**src/rtl/uart_tx_scheduler_if.sv**
```systemverilog
// Requester and transmitter bundle for uart_tx_scheduler.
// master: the side that raises requests and reports tx_done (requesters + UART).
// slave:  the scheduler itself.
interface uart_tx_scheduler_if;
    logic [3:0]  req;
    logic [31:0] req_data;
    logic [3:0]  ack;
    logic [3:0]  done;
    logic        tx_en;
    logic [7:0]  tx_data;
    logic        tx_done;
    logic        busy;
    logic [1:0]  grant_id;
    logic        timeout_err;

    modport master (
        output req, req_data, tx_done,
        input  ack, done, tx_en, tx_data, busy, grant_id, timeout_err
    );

    modport slave (
        input  req, req_data, tx_done,
        output ack, done, tx_en, tx_data, busy, grant_id, timeout_err
    );
endinterface

```
**src/rtl/uart_tx_scheduler.sv**
```systemverilog
// uart_tx_scheduler: round-robin arbiter feeding one Hamming UART transmitter.
// Optional feature: define TX_TIMEOUT_EN to add the WAIT_DONE watchdog.
module uart_tx_scheduler #(
    parameter int unsigned NUM_REQ        = 4,
    parameter int unsigned TIMEOUT_CYCLES = 8192
) (
    input  logic             clk_50M,
    input  logic             rst_n,
    uart_tx_scheduler_if.slave bus
);

    typedef enum logic [1:0] {
        IDLE      = 2'd0,
        LAUNCH    = 2'd1,
        WAIT_DONE = 2'd2
    } state_t;

    // Elaboration-time guard: the watchdog needs at least two counts.
    if (TIMEOUT_CYCLES < 2) begin : g_cfg_check
        $error("uart_tx_scheduler: TIMEOUT_CYCLES must be >= 2");
    end

    state_t      state, state_nxt;
    logic [1:0]  last_grant, last_grant_nxt;
    logic [1:0]  grant_q, grant_nxt;
    logic [7:0]  data_q, data_nxt;
    logic [3:0]  ack_q, ack_nxt;
    logic [3:0]  done_q, done_nxt;
    logic        tx_en_q, tx_en_nxt;
    logic        busy_q, busy_nxt;
    logic [1:0]  winner;
    logic        found;

`ifdef TX_TIMEOUT_EN
    localparam int unsigned WD_W = $clog2(TIMEOUT_CYCLES + 1);
    logic [WD_W-1:0] wd_q, wd_nxt;
    logic            to_q, to_nxt;
`endif

    // Rotating priority search starting just after the last served requester.
    always_comb begin
        winner = 2'd0;
        found  = 1'b0;
        for (int k = 0; k < NUM_REQ; k++) begin
            if (!found && bus.req[2'(last_grant + 2'(k) + 2'd1)]) begin
                winner = 2'(last_grant + 2'(k) + 2'd1);
                found  = 1'b1;
            end
        end
    end

    // Next-state and registered-output values.
    always_comb begin
        state_nxt      = state;
        last_grant_nxt = last_grant;
        grant_nxt      = grant_q;
        data_nxt       = data_q;
        ack_nxt        = 4'b0000;
        done_nxt       = 4'b0000;
        tx_en_nxt      = 1'b0;
`ifdef TX_TIMEOUT_EN
        wd_nxt         = '0;
        to_nxt         = 1'b0;
`endif
        case (state)
            IDLE: begin
                if (found) begin
                    grant_nxt = winner;
                    data_nxt  = bus.req_data[{winner, 3'b000} +: 8];
                    ack_nxt   = 4'b0001 << winner;
                    state_nxt = LAUNCH;
                end
            end
            LAUNCH: begin
                tx_en_nxt = 1'b1;
                state_nxt = WAIT_DONE;
            end
            WAIT_DONE: begin
                if (bus.tx_done) begin
                    done_nxt       = 4'b0001 << grant_q;
                    last_grant_nxt = grant_q;
                    state_nxt      = IDLE;
                end
`ifdef TX_TIMEOUT_EN
                else if (wd_q >= WD_W'(TIMEOUT_CYCLES - 1)) begin
                    to_nxt         = 1'b1;
                    last_grant_nxt = grant_q;
                    state_nxt      = IDLE;
                end else begin
                    wd_nxt = wd_q + WD_W'(1);
                end
`endif
            end
            default: state_nxt = IDLE;
        endcase
        busy_nxt = (state_nxt != IDLE);
    end

    // State and output registers, synchronous active-low reset.
    always_ff @(posedge clk_50M) begin
        if (!rst_n) begin
            state      <= IDLE;
            last_grant <= 2'd3;
            grant_q    <= 2'd0;
            data_q     <= 8'h00;
            ack_q      <= 4'b0000;
            done_q     <= 4'b0000;
            tx_en_q    <= 1'b0;
            busy_q     <= 1'b0;
`ifdef TX_TIMEOUT_EN
            wd_q       <= '0;
            to_q       <= 1'b0;
`endif
        end else begin
            state      <= state_nxt;
            last_grant <= last_grant_nxt;
            grant_q    <= grant_nxt;
            data_q     <= data_nxt;
            ack_q      <= ack_nxt;
            done_q     <= done_nxt;
            tx_en_q    <= tx_en_nxt;
            busy_q     <= busy_nxt;
`ifdef TX_TIMEOUT_EN
            wd_q       <= wd_nxt;
            to_q       <= to_nxt;
`endif
        end
    end

    assign bus.ack      = ack_q;
    assign bus.done     = done_q;
    assign bus.tx_en    = tx_en_q;
    assign bus.tx_data  = data_q;
    assign bus.busy     = busy_q;
    assign bus.grant_id = grant_q;
`ifdef TX_TIMEOUT_EN
    assign bus.timeout_err = to_q;
`else
    assign bus.timeout_err = 1'b0;
`endif

endmodule

```
**src/flat_wrapper.sv**
```systemverilog
// flat-port wrapper written by rule: the top's interface ports become plain ports
module uart_tx_scheduler_flat 
#(
    parameter int unsigned NUM_REQ        = 4,
    parameter int unsigned TIMEOUT_CYCLES = 8192
)
  (clk_50M, rst_n, bus_req, bus_req_data, bus_tx_done, bus_ack, bus_done, bus_tx_en, bus_tx_data, bus_busy, bus_grant_id, bus_timeout_err);
  uart_tx_scheduler_if bus_i ();
  input  logic clk_50M;
  input  logic rst_n;
  input wire logic [$bits(bus_i.req)-1:0] bus_req;
  input wire logic [$bits(bus_i.req_data)-1:0] bus_req_data;
  input wire logic [$bits(bus_i.tx_done)-1:0] bus_tx_done;
  output wire logic [$bits(bus_i.ack)-1:0] bus_ack;
  output wire logic [$bits(bus_i.done)-1:0] bus_done;
  output wire logic [$bits(bus_i.tx_en)-1:0] bus_tx_en;
  output wire logic [$bits(bus_i.tx_data)-1:0] bus_tx_data;
  output wire logic [$bits(bus_i.busy)-1:0] bus_busy;
  output wire logic [$bits(bus_i.grant_id)-1:0] bus_grant_id;
  output wire logic [$bits(bus_i.timeout_err)-1:0] bus_timeout_err;
  assign bus_i.req = bus_req;
  assign bus_i.req_data = bus_req_data;
  assign bus_i.tx_done = bus_tx_done;
  assign bus_ack = bus_i.ack;
  assign bus_done = bus_i.done;
  assign bus_tx_en = bus_i.tx_en;
  assign bus_tx_data = bus_i.tx_data;
  assign bus_busy = bus_i.busy;
  assign bus_grant_id = bus_i.grant_id;
  assign bus_timeout_err = bus_i.timeout_err;
  uart_tx_scheduler #(.NUM_REQ(NUM_REQ), .TIMEOUT_CYCLES(TIMEOUT_CYCLES)) u_core (.clk_50M(clk_50M), .rst_n(rst_n), .bus(bus_i));
endmodule
```
**config.mk**
```make
export PLATFORM = sky130hd
export DESIGN_NAME = uart_tx_scheduler_flat
export DESIGN_NICKNAME = d
export VERILOG_FILES = /design/src/rtl/uart_tx_scheduler_if.sv /design/src/rtl/uart_tx_scheduler.sv /design/src/flat_wrapper.sv
export SDC_FILE = /design/constraint.sdc
export NUM_CORES = 1
export LEC_CHECK = 0
export BUFFER_PORTS_ARGS = -buffer_cell sky130_fd_sc_hd__buf_2
export CORE_ASPECT_RATIO = 0.9
export CORE_MARGIN = 2
export CORE_UTILIZATION = 44
export CTS_CLUSTER_SIZE = 28
export DETAILED_ROUTE_END_ITERATION = 10
export PLACE_DENSITY = 0.78
export SLEW_MARGIN = 20
export SYNTH_ARGS = -nofsm -noshare
export SYNTH_HDL_FRONTEND = slang
export SYNTH_SLANG_ARGS = --single-unit
```
**constraint.sdc**
```tcl
create_clock -name clk_50M -period 1.95 [get_ports clk_50M]
set_clock_uncertainty 0.1 [all_clocks]
set_input_delay 0.195 -clock clk_50M [delete_from_list [all_inputs] [get_ports clk_50M]]
set_output_delay 0.195 -clock clk_50M [all_outputs]
set_load 0.05 [all_outputs]
```
==> results of run 1 <==
==> state kept, by name, summed over array words and instances, names as in the netlist <==
name,cells
u_core.state,2
u_core.bus.grant_id,2
u_core.last_grant,2
u_core.bus.done,4
u_core.bus.tx_data,8
u_core.bus.busy,1
u_core.bus.tx_en,1
u_core.bus.ack,4
==> power groups by stage <==
stage	registers [mW]	clock network [mW]	logic, mW
2_1_floorplan	0.706	0	0.159
3_3_place_gp	0.575	0	0.389
3_5_place_dp	0.576	0	0.400
4_1_cts	0.565	0.271	0.400
5_1_grt	0.572	0.291	0.424
6_report	0.566	0.269	0.399
==> final timing paths <==
kind | end | from | cells after the start
worst max-delay path | u_core.bus.tx_data[4] | u_core.last_grant[1] | 6
worst min-delay path | u_core.last_grant[1] | rst_n | 2
worst max register to register | u_core.bus.tx_data[4] | u_core.last_grant[1] | 6
worst min register to register | u_core.bus.tx_data[2] | u_core.bus.tx_data[2] | 2
==> layout make-up <==
| class | instances | area, sq um | area share |
|---|---|---|---|
| Timing Repair Buffer | 60 | 318 | 0.215 |
| Sequential cell | 24 | 480 | 0.325 |
| Clock buffer | 4 | 36.3 | 0.0245 |
| Tap cell | 28 | 35.0 | 0.0237 |
| Multi-Input combinational cell | 78 | 594 | 0.402 |
| Inverter | 4 | 15.0 | 0.0102 |
==> layer usage <==
layer / up-vias / track usage / wire [um]
met5: - / 0 / 0
met3: 5 / 0.0249 / 113
li1: 508 / - / -
met2: 32 / 0.354 / 1400
met1: 477 / 0.198 / 1040
met4: 0 / 0.105 / 62
==> metrics by stage <==
step,setup WS [ns],hold WS (ns),area (sq um),cells,utilization
final,0.270,0.0180,1480,198,0.605
after CTS,0.282,0.00792,1480,198,0.605
after global routing,0.164,0.0267,1480,198,0.605
after floorplan,0.385,0.157,1120,112,-
after global placement,0.369,0.339,1440,194,0.590
after detailed placement,0.246,0.344,1440,194,0.590
==> logic make-up (layout without fill, tap and decap cells) <==
logic type | count (synthesis) | after routing | synth area share
buffers and inverters | 10 | 68 | 0.0468
other | 1 | 1 | 0.00334
and+or+nand+nor | 37 | 37 | 0.163
muxes | 19 | 19 | 0.169
AOI/OAI and AO/OA | 21 | 21 | 0.190
DFF | 24 | 24 | 0.428
==> worst reg2reg max path, stage by stage (launching register included) <==
cell and delay, ns:
dfxtp_1 0.49, mux2i_1 0.23, o22ai_1 0.11, a21oi_1 0.19, nand2b_1 0.13, buf_4 0.20
o221ai_2 0.13
==> Yosys cell counts <==
master and n:
dfxtp_1 24, mux2i_1 19, nand2_1 14, nor2_1 8, o221ai_2 8, a21oi_1 5
inv_1 4, nor2b_1 4, buf_2 3, o21ai_0 3, and2_1 2, nand2b_1 2
nor3b_1 2, a311oi_4 1, a31oi_1 1, and2_4 1, and3_1 1, buf_1 1
buf_4 1, buf_6 1, conb_1 1, nand2_2 1, o211ai_1 1, o21a_1 1
o22ai_1 1, or2_2 1, or2b_1 1
==> layout by cell type, fill, tap and decap left out <==
cell	synthesis	layout
buf_2	3	58
dfxtp_1	24	24
mux2i_1	19	19
nand2_1	14	14
nor2_1	8	8
o221ai_2	8	8
inv_1	4	4
nor2b_1	4	4
a21oi_1	5	4
o21ai_0	3	3
clkbuf_4	0	3
and2_1	2	2
nor3b_1	2	2
nand2b_1	2	2
a311oi_4	1	1
and2_4	1	1
a31oi_1	1	1
a21oi_2	0	1
or2b_1	1	1
o22ai_1	1	1
nand2_2	1	1
o21a_1	1	1
or2_2	1	1
and3_1	1	1
o211ai_1	1	1
conb_1	1	1
clkbuf_8	0	1
buf_4	1	1
buf_12	0	1
==> flow_metrics.env, run 1 <==
export IMPL_finalPower_mw=1.23
export IMPL_dr_pass1_iters=4
export IMPL_clock_latency_ns=0.32
export IMPL_p_leak_nw=0.708
export IMPL_vias=1022
export IMPL_drt_iter0_drc=9
export IMPL_ir_drop_v=0.000474
export IMPL_clkSlewWorstSetupHoldPaths_ns=0.13
export IMPL_p_clk_frac=0.218
export IMPL_post_cts_setup_buffers=0
export IMPL_ios=60
export IMPL_status="finished, final reports clean"
export IMPL_synthDistinctLibCells=27
export IMPL_crit_path_start_kind="flop"
export IMPL_cts_repair_resized=0
export IMPL_syn_to_final_growth_pct=31.6
export IMPL_final_nets=210
export IMPL_maxSlewViolCount=0
export IMPL_yosys_area_top_type="dfxtp_1"
export IMPL_slowest_stage="dfxtp_1"
export IMPL_io_buffers=58
export IMPL_cap_violations=0
export IMPL_rows=17
export IMPL_cp_num_buf_inv=1
export IMPL_tightest_slew_ns=0.554
export IMPL_grt_overflow_total=0
export IMPL_pwr_share_seq=0.459
export IMPL_cts_root_buf="clkbuf_4"
export IMPL_via_per_inst=5.16
export IMPL_relSlewSlack=0.630
export IMPL_fin_crit_sh=0.862
export IMPL_hold_violations=0
export IMPL_fill_cells=222
export IMPL_synthCells=112
export IMPL_grt_pass1_wl_um=4200
export IMPL_antenna_found_initial=0
export IMPL_routabilityCongestion=0.783
export IMPL_cp_arrival_ns=1.79
export IMPL_grt_max_degree=21
export IMPL_path_cells="mux2i_1 > o22ai_1 > a21oi_1 > nand2b_1 > buf_4 > o221ai_2"
export IMPL_numCtsBuffers=3
export IMPL_initial_core_util=0.459
export IMPL_path_max_fanout=10
export IMPL_reg2reg_slack_ns=0.27
export IMPL_seq_area_frac_synth=0.428
export IMPL_power_density_mw_per_mm2=835
export IMPL_cts_num_sinks=24
export IMPL_p_int_uw=787
export IMPL_ys_ff_latch=24
export IMPL_avgSynthCellArea_sq_um=10.0
export IMPL_grt_pass1_vias=978
export IMPL_die_w_um=57.3
export IMPL_fmax_ghz=0.595
export IMPL_track_usage=0.186
export IMPL_critical_path_class="reg2reg"
export IMPL_min_path_type="in2reg"
export IMPL_setup_violations=0
export IMPL_cts_max_path_buffers=2
export IMPL_syn_area_sq_mm=0.00112
export IMPL_drt_total_wl_um=2620
export IMPL_drc=0
export IMPL_layout_drive_gt1_share=0.453
export IMPL_wire_per_inst_um=13.2
export IMPL_switching_share=0.362
export IMPL_cp_top_family="flip-flops"
export IMPL_num_antenna_cells=0
export IMPL_required_ns=2.06
export IMPL_endpoint_kind="flop"
export IMPL_hpwl_um=2000
export IMPL_cts_tree="done"
export IMPL_yosysWarnings=0
export IMPL_die_h_um=51.9
export IMPL_postRouteAntennaNets=0
export IMPL_yosysTopAreaCellShare=0.428
export IMPL_rsz0062_at_grt="false"
export IMPL_switching_power_uw=447
export IMPL_htreeDepth=1
export IMPL_core_area_sq_mm=0.00245
export IMPL_hold_buffers=0
export IMPL_die_area_sq_mm=0.00297
export IMPL_cp_slowest_stage_delay_ns=0.49
export IMPL_synth_area_leaders="dfxtp_1 43%, mux2i_1 17%, o221ai_2 11%, nand2_1 4.7%, nor2_1 2.7%"
export IMPL_power_frac_comb=0.323
export IMPL_tns_ns=0
export IMPL_syn_nets=151
export IMPL_period_needed_ns=1.68
Note: power is estimated with default switching activity, not from simulation.
==> run 2: changes to the inputs <==
--- a/config.mk
+++ b/config.mk
@@ -11,6 +11,7 @@
 export CORE_UTILIZATION = 44
 export CTS_CLUSTER_SIZE = 28
 export DETAILED_ROUTE_END_ITERATION = 10
+export HOLD_SLACK_MARGIN = 0.06
 export PLACE_DENSITY = 0.78
 export SLEW_MARGIN = 20
 export SYNTH_ARGS = -nofsm -noshare
==> constraint.sdc (replaced) <==
create_clock -name clk_50M -period 1.6 [get_ports clk_50M]
set_clock_uncertainty 0.1 [all_clocks]
set_input_delay 0.16 -clock clk_50M [delete_from_list [all_inputs] [get_ports clk_50M]]
set_output_delay 0.16 -clock clk_50M [all_outputs]
set_load 0.05 [all_outputs]
==> run 2 against run 1 <==
The run now ends with negative setup slack left. Largest power group unchanged. Largest cell class unchanged. Design area up 26%. Setup slack got worse by 0.35 ns. Core utilization is 16 points higher. Critical path depth up 1. Non-clock buffer count is 25 higher. Critical path type unchanged. Combinational power grew 59%. Routed wire length rose by 45%.
==> flow_metrics.env, run 2 (synthesis gave the netlist of run 1 again) <==
export IMPL_wire_per_inst_um=17.1
export IMPL_cts_root_buf="clkbuf_4"
export IMPL_rr_startpoint="u_core.last_grant[1]"
export IMPL_drt_iter0_drc=15
export IMPL_final_nets=235
export IMPL_vias=1183
export IMPL_ff2ff_path_depth=7
export IMPL_worstSetupStartpoint="u_core.last_grant[1]"
export IMPL_fill_cells=157
export IMPL_path_depth=7
export IMPL_slowest_stage="dfxtp_4"
export IMPL_seq_area_sq_um=485
export IMPL_core_area_sq_mm=0.00245
export IMPL_cts_max_path_buffers=2
export IMPL_antenna_found_initial=0
export IMPL_layout_drive_gt1_share=0.523
export IMPL_path_max_fanout=8
export IMPL_dpl_worst_slack_ns=-0.0350
export IMPL_r2r_end="u_core.bus.tx_data[5]"
export IMPL_tightest_slew_ns=0.567
export IMPL_relSlewSlack=0.621
export IMPL_setup_violations=8
export IMPL_fmax_ghz=0.596
export IMPL_fin_util=0.762
export IMPL_rsz0062_at_grt="true"
export IMPL_required_ns=1.72
export IMPL_grt_pass1_vias=1082
export IMPL_num_antenna_cells=0
export IMPL_cap_violations=0
export IMPL_cp_arrival_ns=1.79
export IMPL_layout_commonest_cell="buf_2"
export IMPL_critical_path_class="reg2reg"
export IMPL_via_per_inst=5.30
export IMPL_ios=60
export IMPL_numCtsBuffers=3
export IMPL_hold_violations=0
export IMPL_cp_slowest_stage_delay_ns=0.39
export IMPL_cts_num_sinks=24
export IMPL_initial_core_util=0.459
export IMPL_track_usage=0.218
export IMPL_grt_pass1_wl_um=4900
export IMPL_met3_length_um=164
export IMPL_drc=0
export IMPL_fin_crit_sh=1.05
export IMPL_final_cell_mix="58 x buf_2, 22 x dfxtp_1, 19 x dlygate4sd3_1, 14 x nand2_1, 10 x mux2i_2"
export IMPL_drt_total_wl_um=3810
export IMPL_rows=17
export IMPL_hpwl_um=2030
export IMPL_die_area_sq_mm=0.00297
export IMPL_multi_input_area_sq_um=684
export IMPL_postRouteAntennaNets=0
export IMPL_maxSlewViolCount=0
export IMPL_p_leak_nw=0.858
export IMPL_top_layer="met4"
export IMPL_path_cells="a21oi_2 > a31oi_1 > a21oi_2 > buf_4 > buf_12 > mux2i_2 > o221ai_2"
export IMPL_cp_top_family="compound AO/OA/AOI/OAI gates"
export IMPL_finalWorstSetupSlack_ns=-0.0788
export IMPL_wl_met1_um=1410
export IMPL_period_needed_ns=1.68
export IMPL_status="finished with violations"
export IMPL_dr_pass1_iters=4
export IMPL_endpoint="u_core.bus.tx_data[5]"
export IMPL_io_buffers=58
export IMPL_die_w_um=57.3
export IMPL_grt_overflow_total=0
export IMPL_die_h_um=51.9
export IMPL_holdCritStartpoint="bus_req_data[0]"
export IMPL_grt_max_degree=15
export IMPL_largest_register_ffs=8
export IMPL_routabilityCongestion=0.833
export IMPL_syn_to_final_growth_pct=65.8
export IMPL_power_density_mw_per_mm2=950
export IMPL_cpMostUsedCell="a21oi_2"
export IMPL_crit_path_start_kind="flop"
export IMPL_violations="negative setup slack"
export IMPL_clkSlewWorstSetupHoldPaths_ns=0.14
export IMPL_min_path_type="in2reg"
export IMPL_cts_tree="done"
export IMPL_wl_met2_um=2050
export IMPL_htreeDepth=1
export IMPL_clock_latency_ns=0.32
export IMPL_ir_drop_v=0.000837
export IMPL_endpoint_kind="flop"
export IMPL_cp_num_buf_inv=2
export IMPL_reg2reg_slack_ns=-0.08
## run 2: cell types whose count changed in the layout (fill, tap and decap cells not counted), sizes merged
cell,before,now
buf,60,65
clkbuf,4,3
bufbuf,0,1
dlygate4sd3,0,19
bufinv,0,1
## run 2: power by group
group | total, mW | switching (mW) | internal, mW
registers | 0.693 | 0.0411 | 0.652
clock network | 0.443 | 0.189 | 0.254
logic | 0.635 | 0.369 | 0.266
## run 2: per-stage QoR
stage	TNS (ns)	hold slack [ns]	area, sq um	total power [mW]	instances
floorplan	0	0.122	1120	1.05	112
global placement	0	0.312	1480	1.19	197
detailed placement	-0.0367	0.316	1480	1.21	197
CTS	-0.0321	0.0617	1710	1.69	216
global route	-0.895	0.0597	1860	1.83	223
finish	-0.443	0.0513	1860	1.77	223
## run 2: tightest hold or removal path: cells and delay by family
family / cells / cell delay, ns
buffers and inverters: 1 / 0.10
muxes: 1 / 0.06
AOI/OAI and AO/OA: 1 / 0.14
## run 2: worst min-delay path by stage
stage	end	slack, ns	cells after the start
after floorplan	u_core.last_grant[1]	0.12	1
after detailed placement	u_core.last_grant[1]	0.32	2
after global routing	u_core.bus.tx_data[0]	0.06	3
after CTS	u_core.bus.tx_data[1]	0.06	3
final	u_core.bus.tx_data[0]	0.05	3
after global placement	u_core.last_grant[1]	0.31	2
## run 2: area by class of cell
cell class	instances	share of cell area
well taps	28	0.0188
inverters	4	0.00806
clock buffers	3	0.0121
repair buffers	85	0.317
flip-flops and latches	24	0.261
multi-input cells	78	0.367
clock inverters	1	0.0161
## run 2: what timing repair did
item,CTS,global route
setup endpoints to repair,4,8
hold buffers,13,6
cloned,1,0
pin swaps,1,2
setup buffers,1,1
hold endpoints to repair,11,3
resized for setup,2,21
## run 2: per-layer routing
| layer | up-vias | track usage |
|---|---|---|
| li1 | 560 | - |
| met1 | 548 | 0.245 |
| met5 | - | 0 |
| met2 | 58 | 0.381 |
| met3 | 17 | 0.0373 |
| met4 | 0 | 0.143 |
==> run 3: changes to the inputs <==
--- a/config.mk
+++ b/config.mk
@@ -6,7 +6,6 @@
 export NUM_CORES = 1
 export LEC_CHECK = 0
 export BUFFER_PORTS_ARGS = -buffer_cell sky130_fd_sc_hd__buf_2
-export CORE_ASPECT_RATIO = 0.9
 export CORE_MARGIN = 2
 export CORE_UTILIZATION = 44
 export CTS_CLUSTER_SIZE = 28
==> run 3 against run 2 <==
The run still ends with negative setup slack left. Die area about the same. Setup slack got worse by 0.049 ns. Via count up 2.6%. Critical path type unchanged.
==> flow_metrics.env, run 3 (synthesis gave the netlist of run 1 again) <==
export IMPL_cts_root_buf="clkbuf_4"
export IMPL_layout_commonest_cell="buf_2"
export IMPL_clock_latency_ns=0.33
export IMPL_finalPower_mw=1.80
export IMPL_final_nets=236
export IMPL_cpMostUsedCell="a21oi_2"
export IMPL_initial_core_util=0.458
export IMPL_relSlewSlack=0.556
export IMPL_wire_per_inst_um=18.3
export IMPL_cts_num_sinks=24
export IMPL_postRouteAntennaNets=0
export IMPL_clkSlewWorstSetupHoldPaths_ns=0.14
export IMPL_hold_violations=0
export IMPL_setup_violations=9
export IMPL_layout_drive_gt1_share=0.510
export IMPL_period_needed_ns=1.73
export IMPL_path_cells="a21oi_2 > a31oi_1 > a21oi_2 > buf_6 > clkbuf_16 > mux2i_1 > o221ai_2"
export IMPL_htreeDepth=1
export IMPL_dr_pass1_iters=4
export IMPL_cp_slowest_stage_delay_ns=0.40
export IMPL_endpoint_kind="flop"
export IMPL_worstHoldEndpoint="u_core.bus.tx_data[7]"
export IMPL_rsz0062_at_grt="true"
export IMPL_die_h_um=54.5
export IMPL_reg2reg_slack_ns=-0.13
export IMPL_via_per_inst=5.37
export IMPL_fmax_ghz=0.579
export IMPL_dpl_worst_slack_ns=-0.100
export IMPL_fin_crit_sh=1.08
export IMPL_fin_util=0.768
export IMPL_stdcell_count=226
export IMPL_vias=1214
export IMPL_violations="negative setup slack"
export IMPL_ir_drop_v=0.000748
export IMPL_slowest_stage="dfxtp_4"
export IMPL_critical_path_class="reg2reg"
export IMPL_final_cell_mix="58 x buf_2, 23 x dfxtp_1, 18 x dlygate4sd3_1, 14 x nand2_1"
export IMPL_rr_startpoint="u_core.last_grant[1]"
export IMPL_rows=18
export IMPL_fin_area_sq_mm=0.00188
export IMPL_holdCritStartpoint="bus_req_data[15]"
export IMPL_finalWorstSetupSlack_ns=-0.127
export IMPL_die_w_um=54.5
export IMPL_grt_max_degree=17
export IMPL_holdWs_ns=0.0433
export IMPL_min_path_type="in2reg"
export IMPL_hpwl_um=2020
export IMPL_grt_pass1_vias=1075
export IMPL_cp_arrival_ns=1.86
export IMPL_cap_violations=0
export IMPL_grt_pass1_wl_um=4630
export IMPL_status="finished with violations"
export IMPL_ff2ff_path_depth=7
export IMPL_cp_top_family="compound AO/OA/AOI/OAI gates"
export IMPL_cts_tree="done"
export IMPL_crit_path_start_kind="flop"
export IMPL_routabilityCongestion=0.777
export IMPL_tns_ns=-0.420
export IMPL_maxSlewViolCount=0
export IMPL_r2r_end="u_core.bus.tx_data[5]"
export IMPL_power_density_mw_per_mm2=957
export IMPL_drt_iter0_drc=20
export IMPL_p_leak_nw=0.860
export IMPL_cts_max_path_buffers=2
export IMPL_core_area_sq_mm=0.00245
export IMPL_ios=60
export IMPL_dpl_cell_area_sq_mm=0.00147
export IMPL_syn_to_final_growth_pct=67.7
export IMPL_cp_num_buf_inv=2
export IMPL_tightest_slew_ns=0.665
export IMPL_numCtsBuffers=3
export IMPL_largest_register_ffs=8
export IMPL_drt_total_wl_um=4130
export IMPL_required_ns=1.73
export IMPL_holdPathStages=3
export IMPL_track_usage=0.224
export IMPL_grt_overflow_total=0
export IMPL_antenna_found_initial=0
export IMPL_io_buffers=58
export IMPL_num_antenna_cells=0
export IMPL_placed_cells=199
export IMPL_die_area_sq_mm=0.00297
export IMPL_path_max_fanout=8
export IMPL_drc=0
## run 3: changes by cell type in the layout (fill, tap and decap cells not counted), sizes merged
| cell | previous run | this run |
|---|---|---|
| clkbuf | 3 | 4 |
| buf | 65 | 67 |
| dlygate4sd3 | 19 | 18 |
| bufbuf | 1 | 0 |
## run 3: how the worst max path moves through the flow
stage,cells after the start,endpoint,start
after global routing,7,u_core.bus.tx_data[5],u_core.last_grant[1]
final,7,u_core.bus.tx_data[5],u_core.last_grant[1]
after global placement,5,u_core.bus.tx_data[1],u_core.last_grant[1]
after detailed placement,6,u_core.bus.tx_data[0],u_core.last_grant[1]
after floorplan,7,u_core.bus.tx_data[0],u_core.last_grant[1]
after CTS,6,u_core.bus.tx_data[0],u_core.last_grant[1]
## run 3: repair_timing
item                       in CTS  in global routing
pin swaps                       1                  2
setup endpoints to repair       8                 12
setup buffers                   1                  3
hold endpoints to repair       11                  1
gates cloned                    0                  1
hold buffers                   16                  2
gates resized for setup         2                 24
## run 3: layout make-up
cell class,instances,area [sq um]
inverters,4,15.0
well taps,30,37.5
repair buffers,86,587
clock buffers,3,22.5
flip-flops and latches,24,484
clock inverters,1,30.0
fillers,152,571
multi-input cells,78,708
## run 3: power by group
group          switching [mW]  internal [mW]  leakage, nW
sequential             0.0385          0.652        0.197
clock                   0.200          0.254       0.0279
combinational           0.389          0.269        0.636
## run 3: worst register-to-register path: stages (launching register included)
cell and delay (ns):
dfxtp_4 0.40, a21oi_2 0.15, a31oi_1 0.07, a21oi_2 0.14
buf_6 0.14, clkbuf_16 0.18, mux2i_1 0.31, o221ai_2 0.14
## run 3: per-layer routing
metal,part of all wire,track usage
met5,0,0
met2,0.55,0.406
met1,0.33,0.228
met4,0.061,0.150
met3,0.051,0.0464
